File: src/rtl/cnt_sched_pkg.sv
// Shared types and constants for the counter scheduler.
// State encodings are fixed so the scheduler state is readable in waveforms.
package cnt_sched_pkg;

  typedef enum logic [1:0] {
    S_IDLE  = 2'd0,
    S_CLEAR = 2'd1,
    S_RUN   = 2'd2,
    S_DONE  = 2'd3
  } state_t;

  // Wide enough to index up to four requesters.
  localparam int ID_W = 2;

endpackage

File: src/rtl/cnt_sched_rr_pick.sv
// Round-robin picker: first asserted req after ptr, wrapping modulo N_REQ.
// Purely combinational, zero latency; no flow control of its own.
module cnt_sched_rr_pick
  import cnt_sched_pkg::*;
#(
  parameter int N_REQ = 2
) (
  input  logic [N_REQ-1:0] req,
  input  logic [ID_W-1:0]  ptr,
  output logic [N_REQ-1:0] grant,
  output logic [ID_W-1:0]  idx,
  output logic             any
);

  // Walk the search order backwards so the last match written is the nearest one.
  always_comb begin
    grant = '0;
    idx   = '0;
    any   = 1'b0;
    for (int k = N_REQ; k >= 1; k--) begin
      for (int i = 0; i < N_REQ; i++) begin
        if (req[i] && (i == (int'(ptr) + k) % N_REQ)) begin
          grant    = '0;
          grant[i] = 1'b1;
          idx      = ID_W'(i);
          any      = 1'b1;
        end
      end
    end
  end

endmodule

File: src/rtl/cnt_sched.sv
// Shares one enable/clear counter between N_REQ requesters: grant, clear, count to tc, pulse done.
// Grant 1 cycle after req, done tc+2 cycles after grant; requesters wait on their req level.
module cnt_sched
  import cnt_sched_pkg::*;
#(
  parameter int N_REQ = 2,
  parameter int W     = 4
) (
  input  logic               CK,
  input  logic               CLR,
  input  logic [N_REQ-1:0]   req,
  input  logic [N_REQ*W-1:0] tc,
  output logic [N_REQ-1:0]   grant,
  output logic               busy,
  output logic               done,
  output logic [ID_W-1:0]    done_id,
  output logic               cnt_en,
  output logic               cnt_clr_n,
  input  logic [W-1:0]       cnt_q
);

  state_t            state;
  logic [W-1:0]      tc_lat;
  logic [ID_W-1:0]   owner;
  logic [ID_W-1:0]   ptr;

  logic [N_REQ-1:0]  pick_grant;
  logic [ID_W-1:0]   pick_idx;
  logic              pick_any;
  logic [W-1:0]      tc_pick;
  logic              owner_req;
  logic              q_match;

  cnt_sched_rr_pick #(.N_REQ(N_REQ)) u_pick (
    .req   (req),
    .ptr   (ptr),
    .grant (pick_grant),
    .idx   (pick_idx),
    .any   (pick_any)
  );

  always_comb begin
    tc_pick   = '0;
    owner_req = 1'b0;
    for (int i = 0; i < N_REQ; i++) begin
      if (pick_idx == ID_W'(i)) tc_pick = tc[i*W +: W];
      if (owner == ID_W'(i))    owner_req = req[i];
    end
  end

  assign q_match = (cnt_q == tc_lat);

  // Enable drops on the match cycle itself, so the counter parks on tc_lat.
  assign cnt_en    = !CLR && (state == S_RUN) && !q_match && owner_req;
  assign cnt_clr_n = !(CLR || (state == S_CLEAR));

  always_ff @(posedge CK) begin
    if (CLR) begin
      state   <= S_IDLE;
      grant   <= '0;
      busy    <= 1'b0;
      done    <= 1'b0;
      done_id <= '0;
      ptr     <= ID_W'(N_REQ - 1);
      owner   <= '0;
      tc_lat  <= '0;
    end else begin
      case (state)
        S_IDLE: begin
          if (pick_any) begin
            tc_lat <= tc_pick;
            owner  <= pick_idx;
            grant  <= pick_grant;
            busy   <= 1'b1;
            state  <= S_CLEAR;
          end
        end
        S_CLEAR: state <= S_RUN;
        S_RUN: begin
          if (q_match) begin
            done    <= 1'b1;
            done_id <= owner;
            state   <= S_DONE;
          end else if (!owner_req) begin
            // Owner gave up early: release without a done pulse.
            grant <= '0;
            busy  <= 1'b0;
            ptr   <= owner;
            state <= S_IDLE;
          end
        end
        S_DONE: begin
          done  <= 1'b0;
          grant <= '0;
          busy  <= 1'b0;
          ptr   <= owner;
          state <= S_IDLE;
        end
        default: state <= S_IDLE;
      endcase
    end
  end

endmodule

File: config.mk
export PLATFORM = sky130hd
export DESIGN_NAME = cnt_sched
export DESIGN_NICKNAME = d
export VERILOG_FILES = /design/src/rtl/cnt_sched_pkg.sv /design/src/rtl/cnt_sched_rr_pick.sv /design/src/rtl/cnt_sched.sv
export SDC_FILE = /design/constraint.sdc
export NUM_CORES = 1
export LEC_CHECK = 0
export ABC_AREA = 1
export CAP_MARGIN = 25
export CORE_MARGIN = 2
export CORE_UTILIZATION = 39
export DETAILED_ROUTE_END_ITERATION = 8
export PLACE_DENSITY_LB_ADDON = 0.3
export REMOVE_ABC_BUFFERS = 1
export SYNTH_ARGS = -nofsm -noshare
export SYNTH_HDL_FRONTEND = slang
export SYNTH_SLANG_ARGS = --single-unit
File: constraint.sdc
create_clock -name CK -period 1.2 [get_ports CK]
set_clock_uncertainty 0.2 [all_clocks]
set_input_delay 0.18 -clock CK [delete_from_list [all_inputs] [get_ports CK]]
set_output_delay 0.18 -clock CK [all_outputs]
set_load 0.02 [all_outputs]
Word level (Yosys, flattened, before mapping)
Cells that the tools add are included.
- add/subtract/negate cells: 2
- eq/ne operators: 13
- mux-type cells: 31
- bitwise logic cells: 2
- reduce and logical (&&, ||, !) cells: 24
- operators with widths (kind ; count):
    $logic_not A32 Y1 ; 2
    $mux W1 ; 16
    $mux W2 ; 8
    $mux W4 ; 2
    $ne A2 B2 Y1 const B ; 4
    $pmux W2 S4 ; 1
    $reduce_and A2 Y1 ; 4
    $logic_and A1 B1 Y1 ; 7
    $logic_not A2 Y1 ; 3
    $pmux W2 S3 ; 1
    $eq A2 B2 Y1 const A ; 2
    $eq A2 B2 Y1 const B ; 2
    $eq A4 B4 Y1 ; 1
    $pmux W1 S2 ; 2
    $reduce_and A4 Y1 ; 1
    $logic_not A1 Y1 ; 3
    $ne A3 B3 Y1 const B ; 1
    $pmux W1 S3 ; 1
    $reduce_and A3 Y1 ; 1
    $reduce_bool A3 Y1 ; 1
    $add A1 B1 Y1 const B ; 2
    $and A1 B1 Y1 const A ; 2
    $eq A1 B1 Y1 const B ; 2
    $eq A2 B1 Y1 const B ; 1
    2 further kinds ; 2
- register bits after elaboration: 13
- bits of input ports: 16
- output and inout port bits: 8
- word-level logic and storage cells: 80

Depth between registers and ports, before layout
- word-level depth: 10
- depth in mapped cells: 8
- gate-level depth less buffers: 8

Hierarchy
Synthesis repeated with hierarchy kept, for this count alone.
- cells, all modules: 125
- area total of the unflattened synthesis: 847.1 sq um
- modules (own cells, without submodules) (module ; instances ; cells an instance ; area an instance (sq um) ; sequential area each (sq um)):
    cnt_sched ; 1 ; 116 ; 803.3 ; 320.3
    cnt_sched_rr_pick ; 1 ; 9 ; 43.8 ; 0.0

Least setup slack after synthesis
Ideal clock, no wire load.
- kind: reg-to-output
- start point: reg state[1]
- end point: out cnt_en
- arrival time: 0.959 ns
- required time: 0.820 ns
- setup slack: -0.139 ns
- stages on the path, launching flop included: 5
- buffers on the path: 0
- cell sequence: dfxtp_1 > inv_2 > nor2_4 > nand3_1 > nor2_1
- longest elaborated chain between the ends: 4
- RTL lines (element ; RTL line ; text):
    start, declared ; cnt_sched.sv:22 ; state_t state;
    start signal, assigned ; cnt_sched.sv:59 ; state <= S_IDLE;
    start signal, assigned ; cnt_sched.sv:75 ; state <= S_CLEAR;
    start signal, assigned ; cnt_sched.sv:78 ; S_CLEAR: state <= S_RUN;
    $eq A2 B2 Y1 ; cnt_sched.sv:54 ; assign cnt_en = !CLR && (state == S_RUN) && !q_match && owner_req;
    $logic_and A1 B1 Y1 (3 in series) ; cnt_sched.sv:54 ;
    end, declared ; cnt_sched.sv:17 ; output logic cnt_en,
Every way passes these cells.

Worst setup path in the final report
- start point: reg tc_lat[0]
- end point: out cnt_en
- longest elaborated chain between the ends: 4
- RTL lines (element ; RTL line ; text):
    start, declared ; cnt_sched.sv:23 ; logic [W-1:0] tc_lat;
    start signal, assigned ; cnt_sched.sv:71 ; tc_lat <= tc_pick;
    $eq A4 B4 Y1 ; cnt_sched.sv:51 ; assign q_match = (cnt_q == tc_lat);
    $logic_not A1 Y1 ; cnt_sched.sv:54 ;
    $logic_and A1 B1 Y1 (2 in series) ; cnt_sched.sv:54 ;
Every way passes these cells.

==> impl_results.md <==
* Run status: finished with violations
* Failing checks: setup timing
* R2R Setup Slk at -0.32 ns
* CTS tree: done
* Power per cell area at 1340 mW/mm^2
* Drt first-iter violations at 14
* Largest area contributor in the netlist: dfxtp_1
* Avg Cell Area, Syn at 7.01 um^2
* Cell repeated most along the worst path: nand2_1
* Final hold violation count at 0
* Max Clock Freq at 582 MHz
* Vias in the first global route at 777
* Hold Path Class: register to register
* Finished Core Util at 0.724
* Port bufs at 22
* Type of origin of the critical path: register
* Leakage at 0.000596 uW
* Maximum clock insertion buffer count at 2
* Final setup violation count at 15
* Largest net degree at the start of global routing at 8
* Worst Path Arrival at 1.34 ns
* Post-Route WL at 2170 um
* CTS sink cnt at 13
* Hold buffer count at cts at 0
* Post-Syn Area at 722 um^2
* Most frequent cells in the layout: nand2_1, buf_4, inv_1
* Crit path max fanout at 3
* Placer's final routability congestion estimate at 0.822
* DR vias at 828
* Worst path max stage delay at 0.36 ns
* Req. time, crit path at 0.82 ns
* # diodes at 0
* DP HPWL at 1330 um
* Crit-path cells: inv_2 > nand2_1 > nand2_1 > nor2_2 > nand2_1 > nand3_2 > nor2_1 > buf_4
* Die extent in x at 47.0 um
* Sequential share of the synthesized area at 0.360
* Height of the die at 47.0 um
* Distinct cells, synth at 22
* Min cycle time layout at 1.72 ns
* Global-route wire length before repair at 3370 um
* Area added between synthesis and finish at 73.1%
* IO Count at 24
* Final WS setup at -0.517 ns
* Root buf cell: clkbuf_4
* Nets at 166
* CTS Buf Count at 3
* Slowest cell on the critical path: dfxtp_2
* Total track usage at 0.222
* WS Path Type: register to output pin
* Routed vias/inst at 4.76
* Flops & latches, synth at 13
* Worst Setup End Kind: output pin
* Antenna-violating nets left at 0
* Gr ovfl total at 0
* # rows at 15
* Fin crit share at 1.43
* Peak VDD IR at 0.000988 V
* Synth area leaders: dfxtp_1, nand2_1, inv_1
* WL per Instance at 12.5 um
* Drt first pass iters at 4
* Synth top area share at 0.360
* Core area at 0.00173 mm^2
* Clock-pin slew on the worst setup and hold paths at 0.08 ns
* Fin. max-slew vios at 0
* Initial Utilization at 0.418
* TNS Setup at -4.04 ns
* Htree depth at 1
* Clock latency on the worst-skew pair at 0.28 ns
* Yosys warns at 0
* Initial antenna violation count at 0
* Die Area at 0.00221 mm^2
* Cells after synthesis at 103
* Detailed-route DRC error count at 0
* Layout cells sized above 1 at 0.530
* Max cap viols at 0
* RSZ-0062 raised after global routing: yes
-- registers in the layout, summed over array words and instances, names as in the netlist --
name / cells
tc_lat: 4
busy: 1
done: 1
ptr: 1
grant: 2
owner: 1
done_id: 1
state: 2
-- worst max-delay path: cells and delay by family (launching register included) --
family                 cells  cell delay (ns)
buffers and inverters      2             0.19
flip-flops                 1             0.36
AND/OR/NAND/NOR            6             0.51
-- area by class of cell --
cell class	count	area (um^2)
clock buffers	4	26.3
inverters	17	66.3
fillers	137	477
well taps	25	31.3
repair buffers	44	365
flip-flops and latches	13	274
multi-input cells	71	487
-- metal layers --
layer,up-vias,share of wire,track usage
met5,-,0,0
met2,23,0.55,0.403
li1,419,-,-
met1,382,0.40,0.260
met4,0,0.015,0.100
met3,4,0.035,0.0231
-- metrics by stage --
stage / cell area (um^2) / total power [uW] / worst slack [ns] / hold slack [ns] / instances
after floorplan: 711 / 931 / -0.139 / 0.0424 / 101
after global placement: 1110 / 1220 / -0.910 / 0.233 / 168
after detailed placement: 1110 / 1240 / -0.935 / 0.251 / 168
after CTS: 1210 / 1600 / -0.409 / 0.270 / 174
after global routing: 1250 / 1780 / -0.593 / 0.281 / 174
final: 1250 / 1680 / -0.517 / 0.274 / 174
-- cells in the mapped netlist, drive strengths merged --
cell type,count
a21oi,7
buf,1
clkbuf,1
conb,1
dfxtp,13
inv,17
mux2,4
nand2,27
nand3,9
nand4,1
nor2,15
o211ai,1
o21ai,6
-- power breakdown --
part / total (uW) / switching, uW / internal, uW
clock: 285 / 156 / 129
combinational: 809 / 435 / 374
sequential: 585 / 63.7 / 522
-- what timing repair did --
action / 4_1_cts / 5_1_grt
setup endpoints to repair: 20 / 16
gates resized for setup: 66 / 16
cloned: 0 / 0
pin swaps: 14 / 15
setup buffers: 4 / 2
-- worst paths after layout --
path / from / endpoint / depth (start not counted)
max: tc_lat[0] / cnt_en / 8
min: grant[1] / grant[1] / 2
max reg2reg: tc_lat[0] / grant[0] / 9
min reg2reg: grant[1] / grant[1] / 2
-- cell families (layout without fill, tap and decap cells) --
family,count (synthesis),after routing,synth area share
DFF,13,13,0.360
muxes,4,4,0.0624
and+or+nand+nor,52,52,0.348
other,1,1,0.00519
AOI/OAI and AO/OA,14,14,0.116
buffers and inverters,19,65,0.107
(Power assumes the default switching activity.)
==> RTL change, RTL diff (same flow settings) <==
`N_REQ` is set to 2 in 2 places; all go to 4.
--- a/src/rtl/cnt_sched_rr_pick.sv
+++ b/src/rtl/cnt_sched_rr_pick.sv
@@ -5,3 +5,3 @@
 #(
-  parameter int N_REQ = 2
+  parameter int N_REQ = 4
 ) (
--- a/src/rtl/cnt_sched.sv
+++ b/src/rtl/cnt_sched.sv
@@ -5,3 +5,3 @@
 #(
-  parameter int N_REQ = 2,
+  parameter int N_REQ = 4,
   parameter int W     = 4
Ports: changed (resized grant, req and tc); port bits go from 24 to 36. No check against the original RTL was run, so the function may have changed too.
==> RTL change against the unedited design <==
  * The run still ends with negative setup slack left
  * Wire length rose by 99%
  * Area after synthesis increased by 78%
  * Cell area rose by 93%
  * Setup slack worse by 250 ps
  * Total power increased to 2.9 times the old value
  * Sequential cell count grew 5
  * Register-to-register slack worse by 450 ps
==> RTL change: results <==
set metrics [dict create \
    top_regs "grant (4), tc_lat (4)" \
    final_nets 302 \
    synth_xor_xnor_area_share 0.0272 \
    drt-initial-drc-count 113 \
    regToRegStartpoint "ptr[1]" \
    wl_per_cell_um 13.6 \
    portBuffers 35 \
    end_kind "flop" \
    status "complete, but fails checks" \
    synth_commonest_cells "nand2_1, dfxtp_1, nor2_1, inv_1, a21oi_1" \
    hold_ws_ps 269 \
    yosys.area_share.adder 0 \
    hold_viol_final 0 \
    yosysSeqAreaShare 0.280 \
    arrival_ps 1960 \
    synth_cell_types 31 \
    grt_pass1_wl_mm 6.33 \
    cp_max_fo 8 \
    worst_slack_ps -770 \
    async_flop_share 0 \
    ir_drop_uv 1230 \
    startpoint_type "flop" \
    diodes 0 \
    place.gp.congestion 0.916 \
    yosysTopAreaCell "dfxtp_1" \
    grt_util_all_layers 0.224 \
    setup_violations 20 \
    dp_hpwl_mm 2.78 \
    setup_tns_ps -12100 \
    grt_max_degree 13 \
    drive_gt1_frac 0.545 \
    via_count 1609 \
    worstHoldStart "busy" \
    min_path_type "reg -> reg" \
    muxShareOfSynthArea 0 \
    p_leak_nw 1.11 \
    grt_pass1_vias 1517 \
    clk_latency_ps 300 \
    cts.clk_slew.worst_paths_ps 110 \
    dpl_worst_slack_ps -1090 \
    synth_compound_area_frac 0.174 \
    synthTopCellsByArea "dfxtp_1, nand2_1, nand4_1, a21oi_1, nand3_2" \
    root_buffer "clkbuf_4" \
    violations "negative setup slack" \
    ys.warnings.count 0 \
]
RTL change: cell count changes after synthesis, moves of 4 or more:
cell,change
a21oi_1,+8
dfxtp_1,+5
mux2_2,-4
nand2_1,+28
nand4_1,+9
nor3_2,+4
xor2_1,+4
RTL change: final timing paths:
path,endpoint,cells after the start
max,tc_lat[0],11
min,busy,2
max reg2reg,tc_lat[0],11
min reg2reg,busy,2
RTL change: layout make-up:
type / count / area (um2)
multi-input combinational: 143 / 951
timing repair buffer: 89 / 873
fill: 222 / 694
sequential: 18 / 387
inverter: 21 / 106
tap: 44 / 55.1
clock buffer: 4 / 36.3
RTL change: stage by stage:
stage	power (mW)	instances	area, um2
finish	4.81	319	2410
global route	5.16	319	2410
CTS	4.20	308	2140
detailed placement	3.54	297	1960
global placement	3.50	297	1960
floorplan	2.44	182	1250
RTL change: cells by family after synthesis:
group / after synthesis
AND/OR/NAND/NOR: 106
AO/OA/AOI/OAI: 33
buffers and inverters: 26
flip-flops: 18
XOR/XNOR: 4
RTL change: repair_timing:
item                                    4_1_cts  5_1_grt
buffers inserted                              7        9
endpoints found under the setup margin       28       28
gates cloned                                  1        2
pin swaps                                    11       15
resized for setup                            86       48
RTL change: power breakdown:
part / total, mW / internal [mW] / switching, mW
Combinational: 3.42 / 1.69 / 1.73
Sequential: 1.01 / 0.843 / 0.163
Clock: 0.380 / 0.185 / 0.194
Total: 4.81 / 2.72 / 2.09
RTL change: worst max-delay path, stage by stage (launching register included):
cell and delay (ps):
dfxtp_4 380, buf_12 140, nor2_4 180, nand2_2 110, o21ai_1 140, a31oi_1 150
o21ai_2 170, inv_2 90, nor2_1 100, nor2_1 50, nand2_1 80, a21oi_2 60
RTL change: metal layers:
metal / global-route usage / up-vias / routed length (um)
met4: 0.0821 / 0 / 115
met5: 0 / - / 0
met2: 0.374 / 62 / 2210
li1: - / 802 / -
met1: 0.290 / 731 / 1770
met3: 0.0378 / 14 / 232
